[src/rtl/uart_tx_arbiter.sv]
// Round-robin arbiter that shares one uart_tx serializer between NUM_REQ byte-stream requesters.
// A grant is held for a whole message, until the byte flagged last or until the owner idles too long.
module uart_tx_arbiter #(
    parameter int NUM_REQ      = 4,
    parameter int HOLD_TIMEOUT = 1024
) (
    input  logic                   i_clk,
    input  logic                   i_reset,
    input  logic [NUM_REQ-1:0]     i_req_valid,
    input  logic [8*NUM_REQ-1:0]   i_req_data,
    input  logic [NUM_REQ-1:0]     i_req_last,
    output logic [NUM_REQ-1:0]     o_req_ready,
    output logic [NUM_REQ-1:0]     o_grant,
    output logic [7:0]             o_tx_data,
    output logic                   o_tx_stb,
    input  logic                   i_tx_busy
);

    localparam int PW = (NUM_REQ > 1) ? $clog2(NUM_REQ) : 1;
    localparam int TW = (HOLD_TIMEOUT > 1) ? $clog2(HOLD_TIMEOUT) : 1;
    localparam logic [TW-1:0] T_LAST = (HOLD_TIMEOUT > 0) ? TW'(HOLD_TIMEOUT - 1) : '0;

    typedef enum logic [2:0] {
        S_ARB        = 3'd0,
        S_XFER       = 3'd1,
        S_STB        = 3'd2,
        S_WAIT_START = 3'd3,
        S_WAIT_IDLE  = 3'd4
    } state_e;

    state_e               state_q, state_d;
    logic [PW-1:0]        ptr_q, ptr_d;
    logic [PW-1:0]        owner_q, owner_d;
    logic [NUM_REQ-1:0]   grant_q, grant_d;
    logic [7:0]           data_q, data_d;
    logic                 last_q, last_d;
    logic                 stb_q, stb_d;
    logic [TW-1:0]        timer_q, timer_d;
    logic [PW:0]          pick_s;

    function automatic logic [PW-1:0] wrap_inc(input logic [PW-1:0] k);
        if (k == PW'(NUM_REQ - 1)) begin
            return '0;
        end else begin
            return k + PW'(1);
        end
    endfunction

    function automatic logic [NUM_REQ-1:0] onehot(input logic [PW-1:0] k);
        logic [NUM_REQ-1:0] v;
        v    = '0;
        v[k] = 1'b1;
        return v;
    endfunction

    // Scan from ptr upward; iterating backwards lets the smallest offset win.
    function automatic logic [PW:0] rr_pick(input logic [NUM_REQ-1:0] valid, input logic [PW-1:0] ptr);
        logic [PW:0] res;
        int          idx;
        res = '0;
        for (int i = NUM_REQ - 1; i >= 0; i--) begin
            idx = int'(ptr) + i;
            if (idx >= NUM_REQ) idx = idx - NUM_REQ;
            if (valid[idx]) res = {1'b1, PW'(idx)};
        end
        return res;
    endfunction

    // Next-state and datapath update
    always_comb begin
        state_d = state_q;
        ptr_d   = ptr_q;
        owner_d = owner_q;
        grant_d = grant_q;
        data_d  = data_q;
        last_d  = last_q;
        timer_d = timer_q;
        stb_d   = 1'b0;
        pick_s  = rr_pick(i_req_valid, ptr_q);
        case (state_q)
            S_ARB: begin
                if (pick_s[PW] && !i_tx_busy) begin
                    owner_d = pick_s[PW-1:0];
                    grant_d = onehot(pick_s[PW-1:0]);
                    timer_d = '0;
                    state_d = S_XFER;
                end else begin
                    state_d = S_ARB;
                end
            end
            S_XFER: begin
                if (i_req_valid[owner_q]) begin
                    data_d  = i_req_data[{owner_q, 3'b000} +: 8];
                    last_d  = i_req_last[owner_q];
                    timer_d = '0;
                    stb_d   = 1'b1;
                    state_d = S_STB;
                end else if ((HOLD_TIMEOUT != 0) && (timer_q == T_LAST)) begin
                    grant_d = '0;
                    ptr_d   = wrap_inc(owner_q);
                    timer_d = '0;
                    state_d = S_ARB;
                end else begin
                    timer_d = timer_q + TW'(1);
                end
            end
            S_STB: begin
                state_d = S_WAIT_START;
            end
            S_WAIT_START: begin
                if (i_tx_busy) begin
                    state_d = S_WAIT_IDLE;
                end else begin
                    state_d = S_WAIT_START;
                end
            end
            S_WAIT_IDLE: begin
                if (!i_tx_busy && last_q) begin
                    grant_d = '0;
                    ptr_d   = wrap_inc(owner_q);
                    state_d = S_ARB;
                end else if (!i_tx_busy) begin
                    state_d = S_XFER;
                end else begin
                    state_d = S_WAIT_IDLE;
                end
            end
            default: begin
                grant_d = '0;
                state_d = S_ARB;
            end
        endcase
    end

    // Ready is offered only to the owner while waiting for its next byte
    always_comb begin
        o_req_ready = '0;
        if (state_q == S_XFER) begin
            o_req_ready = grant_q;
        end else begin
            o_req_ready = '0;
        end
    end

    // State and output registers
    always_ff @(posedge i_clk) begin
        if (i_reset) begin
            state_q <= S_ARB;
            ptr_q   <= '0;
            owner_q <= '0;
            grant_q <= '0;
            data_q  <= 8'h00;
            last_q  <= 1'b0;
            stb_q   <= 1'b0;
            timer_q <= '0;
        end else begin
            state_q <= state_d;
            ptr_q   <= ptr_d;
            owner_q <= owner_d;
            grant_q <= grant_d;
            data_q  <= data_d;
            last_q  <= last_d;
            stb_q   <= stb_d;
            timer_q <= timer_d;
        end
    end

    assign o_grant   = grant_q;
    assign o_tx_data = data_q;
    assign o_tx_stb  = stb_q;

endmodule

[config.mk]
export PLATFORM = sky130hd
export DESIGN_NAME = uart_tx_arbiter
export DESIGN_NICKNAME = d
export VERILOG_FILES = /design/src/rtl/uart_tx_arbiter.sv
export SDC_FILE = /design/constraint.sdc
export NUM_CORES = 1
export LEC_CHECK = 0
export CAP_MARGIN = 20
export CORE_ASPECT_RATIO = 1.1
export CORE_UTILIZATION = 35
export CTS_BUF_LIST = sky130_fd_sc_hd__clkbuf_16
export DETAILED_ROUTE_END_ITERATION = 12
export MAX_ROUTING_LAYER = met4
export PLACE_DENSITY = 0.65
export SLEW_MARGIN = 10
export SYNTH_ARGS = -nofsm -noshare
export SYNTH_HDL_FRONTEND = slang
export SYNTH_SLANG_ARGS = --single-unit
export TNS_END_PERCENT = 20
[constraint.sdc]
create_clock -name i_clk -period 2.7 [get_ports i_clk]
set_input_delay 0.27 -clock i_clk [delete_from_list [all_inputs] [get_ports i_clk]]
set_output_delay 0.27 -clock i_clk [all_outputs]
set_load 0.05 [all_outputs]
# Yosys cells after proc, flatten, opt, wreduce, memory -nomap -nowiden
# Cells that the tools add are included.
# totals
register_bits	31
inputBits	43
out_inout_bits	17
wordCells	105
# op_classes
addsub	9
magnitude_cmp	11
n_eq_ne	11
n_shift	1
muxes	49
bitwise	2
reduce_logical	14
# op_table
operator	count
$lt 32x4->1 const B	4
$mux 32	4
$shiftx 32x6->8	1
$mux 10	3
$mux 3	9
$mux 4	5
$pmux 10 s2	1
$pmux 4 s4	1
$pmux 3 s5	1
$mux 1	13
$bmux 1 s2	6
$sub 3x3->4 const B	3
$add 10x1->10 const B	1
$eq 10x10->1 const B	1
$ge 3x3->1 const B	3
$mux 2	4
$ne 2x2->1 const B	4
$add 2x2->3 const B	2
$eq 3x2->1 const B	2
$lt 2x3->1 const B	2
$reduce_and 2->1	3
$reduce_and 5->1	1
$pmux 2 s2	1
$reduce_and 4->1	1
16 further kinds	21

# Depth between registers and ports, before layout
# logic_depth
ltp_word	16
depth_mapped	6
ltp_nobuf	6

# Worst setup path before layout
# No wires, ideal clock.
# synth_path
path_type	reg2reg
from	reg owner_q[1]
to	reg ptr_q[0]
arrival_ns	1.863
required_time_ns	2.630
slack_ns	0.767
stages_incl_launch_ff	6
n_path_buf	0
period_less_slack_ns	1.933
path_cell_list	dfxtp_1 -> mux4_2 -> o41ai_2 -> nand3b_1 -> or3_1 -> a21oi_1
# synth_between
elab_chain_len	5
# synth_rtl
element	line	text
start, declared	33	logic [PW-1:0] owner_q, owner_d;
start signal, assigned	159	owner_q <= owner_d;
$eq 2x2->1	42	if (k == PW'(NUM_REQ - 1)) begin
$mux 2	42	
$mux 2	98	end else if ((HOLD_TIMEOUT != 0) && (timer_q == T_LAST)) begin
$mux 2	92	if (i_req_valid[owner_q]) begin
$pmux 2 s2	80	case (state_q)
end signal, assigned	158	ptr_q <= ptr_d;
end, declared	32	logic [PW-1:0] ptr_q, ptr_d;
# Several ways; a longest one is shown, not always the timed one. The select of a mux whose other input is x is not followed.
# A chain may end at the register's enable or synchronous reset.

# Final worst setup path
# layout_path
from	in i_req_valid[0]
to	reg ptr_q[0]
# layout_between
elab_chain_len	4
# layout_rtl
element	line	text
start, declared	9	input logic [NUM_REQ-1:0] i_req_valid,
$bmux 1 s2	92	
$mux 1 (not written as such)	92	
$ne 2x2->1 (no line)	-	
$reduce_and 4->1 (no line)	-	
# No other way between the ends. The select of a mux whose other input is x is not followed.

==> flow_metrics.tcl <==
set metrics [dict create \
    status "finished clean" \
    hpwl_um 3110 \
    synth_compound_area_share_pct 14.7 \
    path_cells "clkdlybuf4s50_1 > mux4_2 > o41ai_2 > nand3b_1 > or3_1 > a21oi_1" \
    drt_iter0_markers 85 \
    fp.dieW_um 69.4 \
    diodes 0 \
    min_from "o_tx_data[6]" \
    synth_cells 202 \
    synth_xor_area_share_pct 1.00 \
    dp_slack_ns 0.248 \
    synth_top_area_cell "dfxtp_1" \
    pin_count 60 \
    vias 1662 \
    worstSkewPairLatency_ns 0.27 \
    synth_area_leaders "dfxtp_1, mux4_2, nand2_1" \
    hold_end "o_tx_data[6]" \
    syn_nets 247 \
    clock_sink_count 31 \
    numCtsBuffers 5 \
    cts-htree-levels 2 \
    grt_overflow_total 0 \
    synth-edff-count 0 \
    critPathKind "in2reg" \
    cts_root_buf "clkbuf_16" \
    drtAntennaViolNets 0 \
    grt_usage_pct 17.2 \
    yosysMostFrequentCell "nand2_1" \
    critical_path.max_fanout 6 \
    setup_viol 0 \
    min_path_cells 2 \
    slew_violations 0 \
    synth-async-reset-ratio_pct 0 \
    syn_to_final_growth_pct 45.5 \
    slowest_delay_ns 0.55 \
    timing.final.ws_setup_ns 0.537 \
    ys_types 35 \
    reg2reg_depth 5 \
    grt_pass1_wl_um 7200 \
    viasPerCell 5.18 \
    min_period_ns 2.16 \
    rows 26 \
    core_um2 4720 \
    synth_area_um2 1750 \
    synth_top_area_share_pct 35.5 \
    synth_top_family_by_area "simple AND/OR/NAND/NOR gates" \
    drive_gt1_share_pct 10.9 \
    cap_viol_max_count 0 \
    grt_max_degree 26 \
    port_buffers 59 \
    rsz0062_at_grt "no" \
    avgRoutedWirePerCell_um 12.6 \
    worst_pin_slew_ns 0.644 \
    max_freq_mhz 462 \
    clk_path_buf_depth 2 \
    timing.rr.end "ptr_q[0]" \
    rrSetupSlack_ns 0.66 \
    cts_setup_buffers 0 \
    initial_core_util_pct 37.1 \
    place_congestion 0.813 \
    cp.required_ns 2.90 \
    finalCritPeriodShare_pct 80.1 \
    yosysSeqAreaShare_pct 35.5 \
    hold_violations 0 \
    firstDrtPassIters 4 \
    antenna_found_initial 0 \
    clock_skew_ns 0.00659 \
    cts_resized 0 \
    synth_simple_gate_area_share_pct 25.8 \
    ys_ff_latch 31 \
    nets 309 \
    synth-adder-area-share_pct 1.43 \
    p_per_area_nw_per_um2 533 \
    synth_flop_cell "dfxtp_1" \
    syn_area_per_cell_um2 8.66 \
    fin_tns_setup_ns 0 \
    r2r_start "owner_q[1]" \
    clk_pin_slew_ns 0.05 \
    ys_warn_count 0 \
    power.static_leakage_nw 0.939 \
    startpoint_type "input pin" \
    slowest_stage "mux4_2" \
    relSlewSlack_pct 56.8 \
    synth.mux.area_fraction_pct 18.6 \
    critical_path_arrival_ns 2.37 \
    cts_tree "done" \
    nFillCells 444 \
    placedCellCount 313 \
    die_area_um2 5280 \
    drc_errors 0 \
    wirelength_um 4050 \
    endpoint_kind "flip-flop" \
    peakVddDrop_v 0.000313 \
    ctsHoldBuffers 0 \
    fin_cells 321 \
    synthTopCellsByCount "nand2_1, dfxtp_1, a21oi_1" \
    grt_pass1_vias 1643 \
    fp.dieH_um 76.1 \
    hp-class "reg2reg" \
]
==> worst max path at each step <==
stage,startpoint,end,slack [ns],cells past startpoint
floorplan,owner_q[1],ptr_q[0],0.77,5
global placement,i_req_valid[0],ptr_q[0],0.31,6
detailed placement,i_req_valid[0],ptr_q[0],0.25,6
CTS,i_req_valid[0],ptr_q[0],0.53,6
global route,i_req_valid[0],timer_q[7],0.33,6
finish,i_req_valid[0],ptr_q[0],0.54,6
==> through the flow <==
| step | util [%] | area, um2 | power (mW) | hold slack, ns |
|---|---|---|---|---|
| after floorplan | - | 1750 | 0.720 | 0.445 |
| after global placement | 51.0 | 2410 | 0.852 | 0.442 |
| after detailed placement | 51.0 | 2410 | 0.855 | 0.445 |
| after CTS | 54.0 | 2540 | 1.37 | 0.452 |
| after global routing | 54.0 | 2540 | 1.43 | 0.477 |
| final | 54.0 | 2540 | 1.36 | 0.450 |
==> flip-flops by register name, summed over array words and instances (netlist names) <==
| register | flops |
|---|---|
| state_q | 3 |
| last_q | 1 |
| o_tx_stb | 1 |
| timer_q | 10 |
| o_tx_data | 8 |
| ptr_q | 2 |
| o_grant | 4 |
| owner_q | 2 |
==> cells in the final DEF (no fill, tap or decap), types with 2 or more instances in the layout <==
master	synthesis	layout
nand3_1	4	4
nor3_1	5	5
nand2b_1	3	3
clkbuf_16	0	5
mux2i_1	10	10
o21ai_0	8	8
nor3b_1	4	4
a22o_1	2	2
dfxtp_1	31	31
nor2_1	16	16
nor4_1	3	3
and2_1	5	5
ha_1	2	2
nor2b_1	2	2
mux4_2	10	10
a21oi_1	21	21
clkdlybuf4s50_1	0	55
nor4b_1	2	2
a21o_1	3	3
nand4_1	3	3
inv_1	4	6
nand3b_1	4	4
o21bai_1	2	2
xor2_1	2	2
buf_4	0	10
nand2_1	36	36
==> critical path: cells and delay by family <==
| family | cells | cell delay (ns) |
|---|---|---|
| AOI/OAI and AO/OA | 2 | 0.54 |
| buffers and inverters | 1 | 0.49 |
| muxes | 1 | 0.55 |
| and+or+nand+nor | 2 | 0.51 |
==> kinds of logic (layout without fill, tap and decap cells) <==
family,after synthesis,in the layout
AO/OA/AOI/OAI,42,42
XOR/XNOR,2,2
buffers and inverters,14,77
multiplexers,20,20
AND/OR/NAND/NOR,91,91
adder cells (fa/ha/maj),2,2
flip-flops,31,31
==> area by class of cell <==
| class | count | area [um2] | area share (%) |
|---|---|---|---|
| clock buffers | 5 | 125 | 4.92 |
| clock inverters | 3 | 12.5 | 0.492 |
| inverters | 4 | 15.0 | 0.590 |
| multi-input cells | 157 | 1080 | 42.3 |
| flip-flops and latches | 31 | 621 | 24.4 |
| well taps | 56 | 70.1 | 2.75 |
| repair buffers | 65 | 626 | 24.6 |
==> routing by layer <==
metal | wire (um) | global-route usage [%]
met1 | 1800 | 20.3
met2 | 2060 | 29.2
met3 | 155 | 3.97
met4 | 31 | 4.49
met5 | 0 | -
==> report_power, final <==
group / switching, mW / internal (mW)
clock network: 0.182 / 0.332
logic: 0.165 / 0.171
registers: 0.0235 / 0.483
(Power assumes the default switching activity.)
